<file path="config.mk">
export PLATFORM = sky130hd
export DESIGN_NAME = fpu_issue_arbiter
export DESIGN_NICKNAME = d
export VERILOG_FILES = /design/src/rtl/fpu_issue_arbiter_pkg.sv /design/src/rtl/fpu_issue_arbiter_rr_arbiter.sv /design/src/rtl/fpu_issue_arbiter.sv
export SDC_FILE = /design/constraint.sdc
export NUM_CORES = 1
export LEC_CHECK = 0
export CAP_MARGIN = 20
export CORE_AREA = 8 8 311 313
export DETAILED_ROUTE_END_ITERATION = 8
export DIE_AREA = 0 0 319 321
export PLACE_DENSITY = 0.39
export SYNTH_ARGS = -nofsm -noshare
export SYNTH_HDL_FRONTEND = slang
export SYNTH_SLANG_ARGS = --single-unit
</file>
<file path="constraint.sdc">
create_clock -name clk_i -period 7.8 [get_ports clk_i]
set_input_delay 1.56 -clock clk_i [delete_from_list [all_inputs] [get_ports clk_i]]
set_output_delay 1.56 -clock clk_i [all_outputs]
set_load 0.005 [all_outputs]
</file>
<file path="src/rtl/fpu_issue_arbiter_pkg.sv">
// -----------------------------------------------------------------------------
// fpu_issue_arbiter_pkg
//   Shared definitions for the FPU issue arbiter: Fpu opcode encodings, the
//   Q15 unit constant, the arbiter FSM state type and the opcode-support check.
//   Opcodes outside the supported set are answered locally with an error
//   response and never reach the Fpu.
// -----------------------------------------------------------------------------
package fpu_issue_arbiter_pkg;

    localparam logic [3:0] FPU_ADD    = 4'b0000;
    localparam logic [3:0] FPU_SUB    = 4'b0001;
    localparam logic [3:0] FPU_MUL    = 4'b0010;
    localparam logic [3:0] FPU_DIV    = 4'b0011;
    localparam logic [3:0] FPU_NEG    = 4'b0100;
    localparam logic [3:0] FPU_ABS    = 4'b0101;
    localparam logic [3:0] FPU_SAT    = 4'b0110;
    localparam logic [3:0] FPU_CMP_LT = 4'b1000;
    localparam logic [3:0] FPU_CMP_EQ = 4'b1001;
    localparam logic [3:0] FPU_CMP_LE = 4'b1010;
    localparam logic [3:0] FPU_MIN    = 4'b1100;
    localparam logic [3:0] FPU_MAX    = 4'b1101;

    // Q15 fixed point carried in 64-bit signed words: 1.0 == 32768
    localparam logic [63:0] Q15_ONE = 64'd32768;

    typedef enum logic [1:0] {
        ST_IDLE     = 2'd0,
        ST_EXEC     = 2'd1,
        ST_DIV_WAIT = 2'd2,
        ST_RESP     = 2'd3
    } state_e;

    function automatic logic fpu_op_valid(input logic [3:0] op);
        logic ok;
        case (op)
            FPU_ADD, FPU_SUB, FPU_MUL, FPU_DIV,
            FPU_NEG, FPU_ABS, FPU_SAT,
            FPU_CMP_LT, FPU_CMP_EQ, FPU_CMP_LE,
            FPU_MIN, FPU_MAX:  ok = 1'b1;
            default:           ok = 1'b0;
        endcase
        return ok;
    endfunction

endpackage

</file>
<file path="src/rtl/fpu_issue_arbiter_rr_arbiter.sv">
// -----------------------------------------------------------------------------
// fpu_issue_arbiter_rr_arbiter
//   Round-robin pick: the first eligible requester at or above rr_ptr_i,
//   wrapping around to 0. Purely combinational; the pointer lives in the FSM.
// Ports
//   eligible_i   NREQ  requesters that may be granted this cycle
//   rr_ptr_i     IDW   highest-priority requester index
//   grant_o      NREQ  one-hot winner (all zero when nothing is eligible)
//   grant_idx_o  IDW   winner index (0 when nothing is eligible)
//   any_o        1     some requester is eligible
// -----------------------------------------------------------------------------
module fpu_issue_arbiter_rr_arbiter #(
    parameter int NREQ = 4,
    parameter int IDW  = $clog2(NREQ)
) (
    input  logic [NREQ-1:0] eligible_i,
    input  logic [IDW-1:0]  rr_ptr_i,
    output logic [NREQ-1:0] grant_o,
    output logic [IDW-1:0]  grant_idx_o,
    output logic            any_o
);

    logic [IDW-1:0] idx;

    always_comb begin
        grant_o     = '0;
        grant_idx_o = '0;
        any_o       = 1'b0;
        idx         = '0;
        for (int k = 0; k < NREQ; k++) begin
            // modulo keeps the wrap correct for non-power-of-two NREQ
            idx = IDW'((int'(rr_ptr_i) + k) % NREQ);
            if (!any_o && eligible_i[idx]) begin
                grant_o[idx] = 1'b1;
                grant_idx_o  = idx;
                any_o        = 1'b1;
            end
        end
    end

endmodule

</file>
<file path="src/rtl/fpu_issue_arbiter.sv">
// -----------------------------------------------------------------------------
// fpu_issue_arbiter
//   Shares one Q15 fixed-point Fpu between NREQ requesters. Grants one request
//   at a time round-robin, latches its operands, drives the Fpu, waits out the
//   multi-cycle divide using fpu_busy_i and returns the result to the owning
//   requester over a per-lane valid/ready response channel.
//
//   state       | meaning
//   ------------+-----------------------------------------------------------
//   ST_IDLE     | arbitrate; req_ready_o asserted to the round-robin winner
//   ST_EXEC     | latched op on the Fpu; non-divide result captured here
//   ST_DIV_WAIT | divide running; wait for busy to rise then fall
//   ST_RESP     | result presented to owner until its resp_ready_i
//
// Ports
//   clk_i         clock, all state on rising edge
//   rst_i         asynchronous active-high reset
//   req_valid_i   NREQ     per-requester operation pending
//   req_op_i      NREQ*4   per-requester opcode, lane i at [4i+3:4i]
//   req_a_i       NREQ*64  per-requester operand A, lane i at [64i+63:64i]
//   req_b_i       NREQ*64  per-requester operand B
//   req_ready_o   NREQ     one-hot grant (IDLE only)
//   resp_valid_o  NREQ     one-hot response valid for the owner
//   resp_ready_i  NREQ     per-requester response accept
//   resp_data_o   64       result (Q15 value or 0/1 for compares)
//   resp_err_o    1        opcode was unsupported
//   fpu_op_o      4        opcode to Fpu
//   fpu_a_o       64       operand A to Fpu
//   fpu_b_o       64       operand B to Fpu
//   fpu_busy_i    1        Fpu divider busy
//   fpu_res_i     64       Fpu result
// -----------------------------------------------------------------------------
module fpu_issue_arbiter
    import fpu_issue_arbiter_pkg::*;
#(
    parameter int NREQ = 4,
    parameter int IDW  = $clog2(NREQ)
) (
    input  logic                 clk_i,
    input  logic                 rst_i,
    input  logic [NREQ-1:0]      req_valid_i,
    input  logic [NREQ*4-1:0]    req_op_i,
    input  logic [NREQ*64-1:0]   req_a_i,
    input  logic [NREQ*64-1:0]   req_b_i,
    output logic [NREQ-1:0]      req_ready_o,
    output logic [NREQ-1:0]      resp_valid_o,
    input  logic [NREQ-1:0]      resp_ready_i,
    output logic [63:0]          resp_data_o,
    output logic                 resp_err_o,
    output logic [3:0]           fpu_op_o,
    output logic [63:0]          fpu_a_o,
    output logic [63:0]          fpu_b_o,
    input  logic                 fpu_busy_i,
    input  logic [63:0]          fpu_res_i
);

    state_e          state_q, state_d;
    logic [IDW-1:0]  rr_ptr_q, rr_ptr_d;
    logic [IDW-1:0]  id_q, id_d;
    logic [3:0]      op_q, op_d;
    logic [63:0]     a_q, a_d;
    logic [63:0]     b_q, b_d;
    logic [63:0]     res_q, res_d;
    logic            err_q, err_d;
    logic            seen_busy_q, seen_busy_d;

    logic [NREQ-1:0] eligible;
    logic [NREQ-1:0] grant;
    logic [IDW-1:0]  grant_idx;
    logic            grant_any;
    logic [3:0]      op_sel;
    logic [63:0]     a_sel;
    logic [63:0]     b_sel;
    logic            op_ok;

    // A divide cannot be issued while the divider is still busy (including the
    // harmless relaunch that follows every divide capture); other ops can.
    always_comb begin
        eligible = '0;
        for (int i = 0; i < NREQ; i++) begin
            eligible[i] = req_valid_i[i] &
                          !((req_op_i[i*4 +: 4] == FPU_DIV) & fpu_busy_i);
        end
    end

    fpu_issue_arbiter_rr_arbiter #(
        .NREQ (NREQ),
        .IDW  (IDW)
    ) u_rr (
        .eligible_i  (eligible),
        .rr_ptr_i    (rr_ptr_q),
        .grant_o     (grant),
        .grant_idx_o (grant_idx),
        .any_o       (grant_any)
    );

    always_comb begin
        op_sel = '0;
        a_sel  = '0;
        b_sel  = '0;
        for (int i = 0; i < NREQ; i++) begin
            if (grant[i]) begin
                op_sel = req_op_i[i*4 +: 4];
                a_sel  = req_a_i[i*64 +: 64];
                b_sel  = req_b_i[i*64 +: 64];
            end
        end
    end

    assign op_ok = fpu_op_valid(op_q);

    // state register
    always_ff @(posedge clk_i or posedge rst_i) begin
        if (rst_i) begin
            state_q     <= ST_IDLE;
            rr_ptr_q    <= '0;
            id_q        <= '0;
            op_q        <= '0;
            a_q         <= '0;
            b_q         <= '0;
            res_q       <= '0;
            err_q       <= 1'b0;
            seen_busy_q <= 1'b0;
        end else begin
            state_q     <= state_d;
            rr_ptr_q    <= rr_ptr_d;
            id_q        <= id_d;
            op_q        <= op_d;
            a_q         <= a_d;
            b_q         <= b_d;
            res_q       <= res_d;
            err_q       <= err_d;
            seen_busy_q <= seen_busy_d;
        end
    end

    // next-state logic
    always_comb begin
        state_d     = state_q;
        rr_ptr_d    = rr_ptr_q;
        id_d        = id_q;
        op_d        = op_q;
        a_d         = a_q;
        b_d         = b_q;
        res_d       = res_q;
        err_d       = err_q;
        seen_busy_d = seen_busy_q;

        case (state_q)
            ST_IDLE: begin
                if (grant_any) begin
                    op_d     = op_sel;
                    a_d      = a_sel;
                    b_d      = b_sel;
                    id_d     = grant_idx;
                    rr_ptr_d = (grant_idx == IDW'(NREQ-1)) ? '0 : grant_idx + 1'b1;
                    state_d  = ST_EXEC;
                end
            end
            ST_EXEC: begin
                if (!op_ok) begin
                    res_d   = '0;
                    err_d   = 1'b1;
                    state_d = ST_RESP;
                end else if (op_q == FPU_DIV) begin
                    seen_busy_d = 1'b0;
                    state_d     = ST_DIV_WAIT;
                end else begin
                    res_d   = fpu_res_i;
                    err_d   = 1'b0;
                    state_d = ST_RESP;
                end
            end
            ST_DIV_WAIT: begin
                // busy must be seen high first so a stale low level right after
                // launch is not mistaken for completion
                seen_busy_d = seen_busy_q | fpu_busy_i;
                if (seen_busy_q && !fpu_busy_i) begin
                    res_d   = fpu_res_i;
                    err_d   = 1'b0;
                    state_d = ST_RESP;
                end
            end
            ST_RESP: begin
                if (resp_ready_i[id_q]) begin
                    state_d = ST_IDLE;
                end
            end
            default: state_d = ST_IDLE;
        endcase
    end

    // outputs
    always_comb begin
        req_ready_o  = '0;
        resp_valid_o = '0;
        fpu_op_o     = '0;
        fpu_a_o      = '0;
        fpu_b_o      = '0;
        resp_data_o  = res_q;
        resp_err_o   = err_q;

        if (state_q == ST_IDLE) begin
            req_ready_o = grant;
        end
        // unsupported ops never touch the Fpu
        if ((state_q == ST_EXEC || state_q == ST_DIV_WAIT) && op_ok) begin
            fpu_op_o = op_q;
            fpu_a_o  = a_q;
            fpu_b_o  = b_q;
        end
        if (state_q == ST_RESP) begin
            resp_valid_o[id_q] = 1'b1;
        end
    end

endmodule

</file>
==> flow_metrics.tcl <==
set metrics [dict create \
    wl_met1_um 34400 \
    fin_area_um2 22900 \
    grt_pass1_wl_um 120000 \
    power_density_nw_per_um2 444 \
    hold_viol 0 \
    synthDistinctLibCells 52 \
    vias 15000 \
    fin_hold_ws_ps 477 \
    max_cap_viol_count 0 \
    clk_path_buf_depth 3 \
    grt_use_total_pct 15.7 \
    yosysTopAreaCellShare_pct 40.3 \
    synth_edf_count 0 \
    fin_skew_ps 50.7 \
    fin_tns_setup_ps 0 \
    cpMaxStageDelayCell "clkdlybuf4s50_1" \
    placed_area_um2 21800 \
    area_growth_pct 80.6 \
    rsz0062_at_grt "no" \
    cts_hold_buf 0 \
    async_flop_share_pct 100 \
    dr.max_layer_used "met5" \
    critPathMaxFanout 10 \
    drc 0 \
    postSynthAreaPerCell_um2 9.19 \
    synth_area_leader_cell "dfrtp_1" \
    status "finished, final reports clean" \
    start_kind "input port" \
    ys_ff_latch 204 \
    relSlewSlack_pct 23.8 \
    drv_slew 0 \
    holdPathEnd "a_q[30]" \
    rr_endpoint "a_q[14]" \
    tightest_slew_ps 1140 \
    fill_cells 9891 \
    antenna_left 0 \
    ys.flop_type "dfrtp_1" \
    ys_warn_count 0 \
    antenna_found_initial 22 \
    multiInputGateArea_um2 6310 \
    netlist_area_um2 12700 \
    portBuffers 807 \
    yosys-top-cells-area "dfrtp_1 40%, o221ai_1 9.2%, a221oi_1 8.4%" \
    whs_path_depth 2 \
    die_area_um2 102000 \
    dieWidth_um 319 \
    cts_root_buf "clkbuf_16" \
    cp_cell_sequence "clkdlybuf4s50_1, nand3_1, o31a_1, mux4_2, and4_1, o31ai_2, and2_4, nor2_1, clkdlybuf4s50_1" \
    firstDrtPassIters 6 \
    path_common_cell "clkdlybuf4s50_1" \
    drive_gt1_share_pct 4.95 \
    period_share_pct 88.1 \
    layout.area.seq_um2 5100 \
    power_mw 10.1 \
    hpwlAfterDp_um 64200 \
    row_count 112 \
    drt_wl_total_um 86200 \
    reg2reg_depth 12 \
    required_ps 6240 \
    cts_inserted_buffers 31 \
    nets 2689 \
    initial_core_util_pct 13.7 \
    period_minus_slack_ps 6870 \
    wl_met2_um 42800 \
    cts_tree "yes" \
    r2r_setup_slack_ps 2660 \
    critical_path_class "in -> out" \
    htreeDepth 1 \
    fp.dieH_um 321 \
    gp_congestion 0.810 \
    crit_path_end_kind "output pin" \
    design.core.area_um2 92200 \
    path_clk_slew_ps 60 \
    synth_most_common_cell "dfrtp_1" \
    cp.arrival_ps 5310 \
    cts_resized 0 \
    grt_pass1_vias 15800 \
    clk_latency_ps 620 \
    synth_nets 1990 \
    final_util_pct 24.8 \
    drt_first_iter_violations 1070 \
    synth_seq_area_share_pct 40.3 \
    wl_per_cell_um 26.1 \
    netlist_instances 1377 \
    overflow 0 \
    hold_class "reg -> reg" \
    clock-sinks 204 \
    slowest_delay_ps 820 \
    io_pins 808 \
    crit_family "buffers and inverters" \
    grt_max_degree 133 \
    fmax_mhz 145 \
    crit_buf_inv 2 \
    power_leakage_nw 9.30 \
    max-vdd-ir-drop_mv 0.416 \
    postCtsSetupBuffers 0 \
    routed_via_density 4.53 \
    setup_viol_count_final 0 \
    hp-start "a_q[30]" \
    synth_commonest_cells "204 x dfrtp_1, 155 x nand2_1, 144 x inv_1, 134 x o211ai_1" \
    dr_wl_met3_um 7140 \
]
## through the flow
step | setup WS (ps) | cells
after global routing | 638 | 3300
final | 925 | 3308
after floorplan | 673 | 1377
after global placement | 888 | 3239
after detailed placement | 901 | 3240
after CTS | 870 | 3296
## per-layer routing
| metal | vias up | global-route usage (%) |
|---|---|---|
| met4 | 14 | 3.37 |
| met5 | - | 0 |
| met1 | 7449 | 18.6 |
| met3 | 95 | 5.06 |
| met2 | 660 | 27.7 |
| li1 | 6757 | - |
## how the worst max path moves through the flow
stage               start                          to  depth (start not counted)
2_1_floorplan       rst_i  asynchronous set/reset pin                          1
3_3_place_gp   fpu_busy_i              req_ready_o[2]                          9
3_5_place_dp   fpu_busy_i              req_ready_o[2]                          9
4_1_cts        fpu_busy_i              req_ready_o[2]                          9
5_1_grt        fpu_busy_i              req_ready_o[2]                          9
6_report       fpu_busy_i              req_ready_o[2]                          9
## worst min-delay path, cell delays in order (launching register included)
cell,delay [ps]
dfrtp_1,330
nand2_1,50
o221ai_1,60
## placed cells by master, fill, tap and decap left out, drive strengths merged, types with 12 or more instances in the layout
| master | netlist | final |
|---|---|---|
| inv | 144 | 145 |
| dfrtp | 204 | 204 |
| nand2 | 155 | 155 |
| o21ai | 14 | 14 |
| a221oi | 132 | 132 |
| clkdlybuf4s50 | 0 | 807 |
| diode | 0 | 12 |
| and3 | 133 | 133 |
| o211ai | 134 | 134 |
| clkbuf | 104 | 44 |
| buf | 59 | 22 |
| a22o | 65 | 65 |
| o221ai | 133 | 133 |
| nor2 | 15 | 15 |
## sequential cells by signal (all words and copies together), names as in the netlist, named ones only
register and flops:
state_q 2, b_q 64, a_q 64, seen_busy_q 1, op_q 4, resp_data_o 64, resp_err_o 1, id_q 2
rr_ptr_q 1
## layout make-up
class / instances / share of cell area, %
Multi-Input combinational cell: 864 / 27.6
Timing Repair Buffer: 829 / 36.3
Clock inverter: 12 / 0.629
Inverter: 146 / 2.43
Sequential cell: 204 / 22.3
Clock buffer: 44 / 4.04
Tap cell: 1197 / 6.55
Antenna cell: 12 / 0.131
## power breakdown
part / leakage (nW) / internal (mW) / switching [mW]
Sequential: 2.53 / 1.60 / 0.310
Combinational: 6.23 / 2.83 / 3.90
Clock: 0.528 / 0.914 / 0.592
## kinds of logic after synthesis
kind of cell / Yosys count / synth area share (%)
AO/OA/AOI/OAI: 514 / 34.0
XOR/XNOR: 1 / 0.0692
adder cells (fa/ha/maj): 11 / 1.07
buffers and inverters: 309 / 10.6
flip-flops: 204 / 40.3
multiplexers: 9 / 1.02
AND/OR/NAND/NOR: 329 / 12.9
Note: power is estimated with default switching activity, not from simulation.
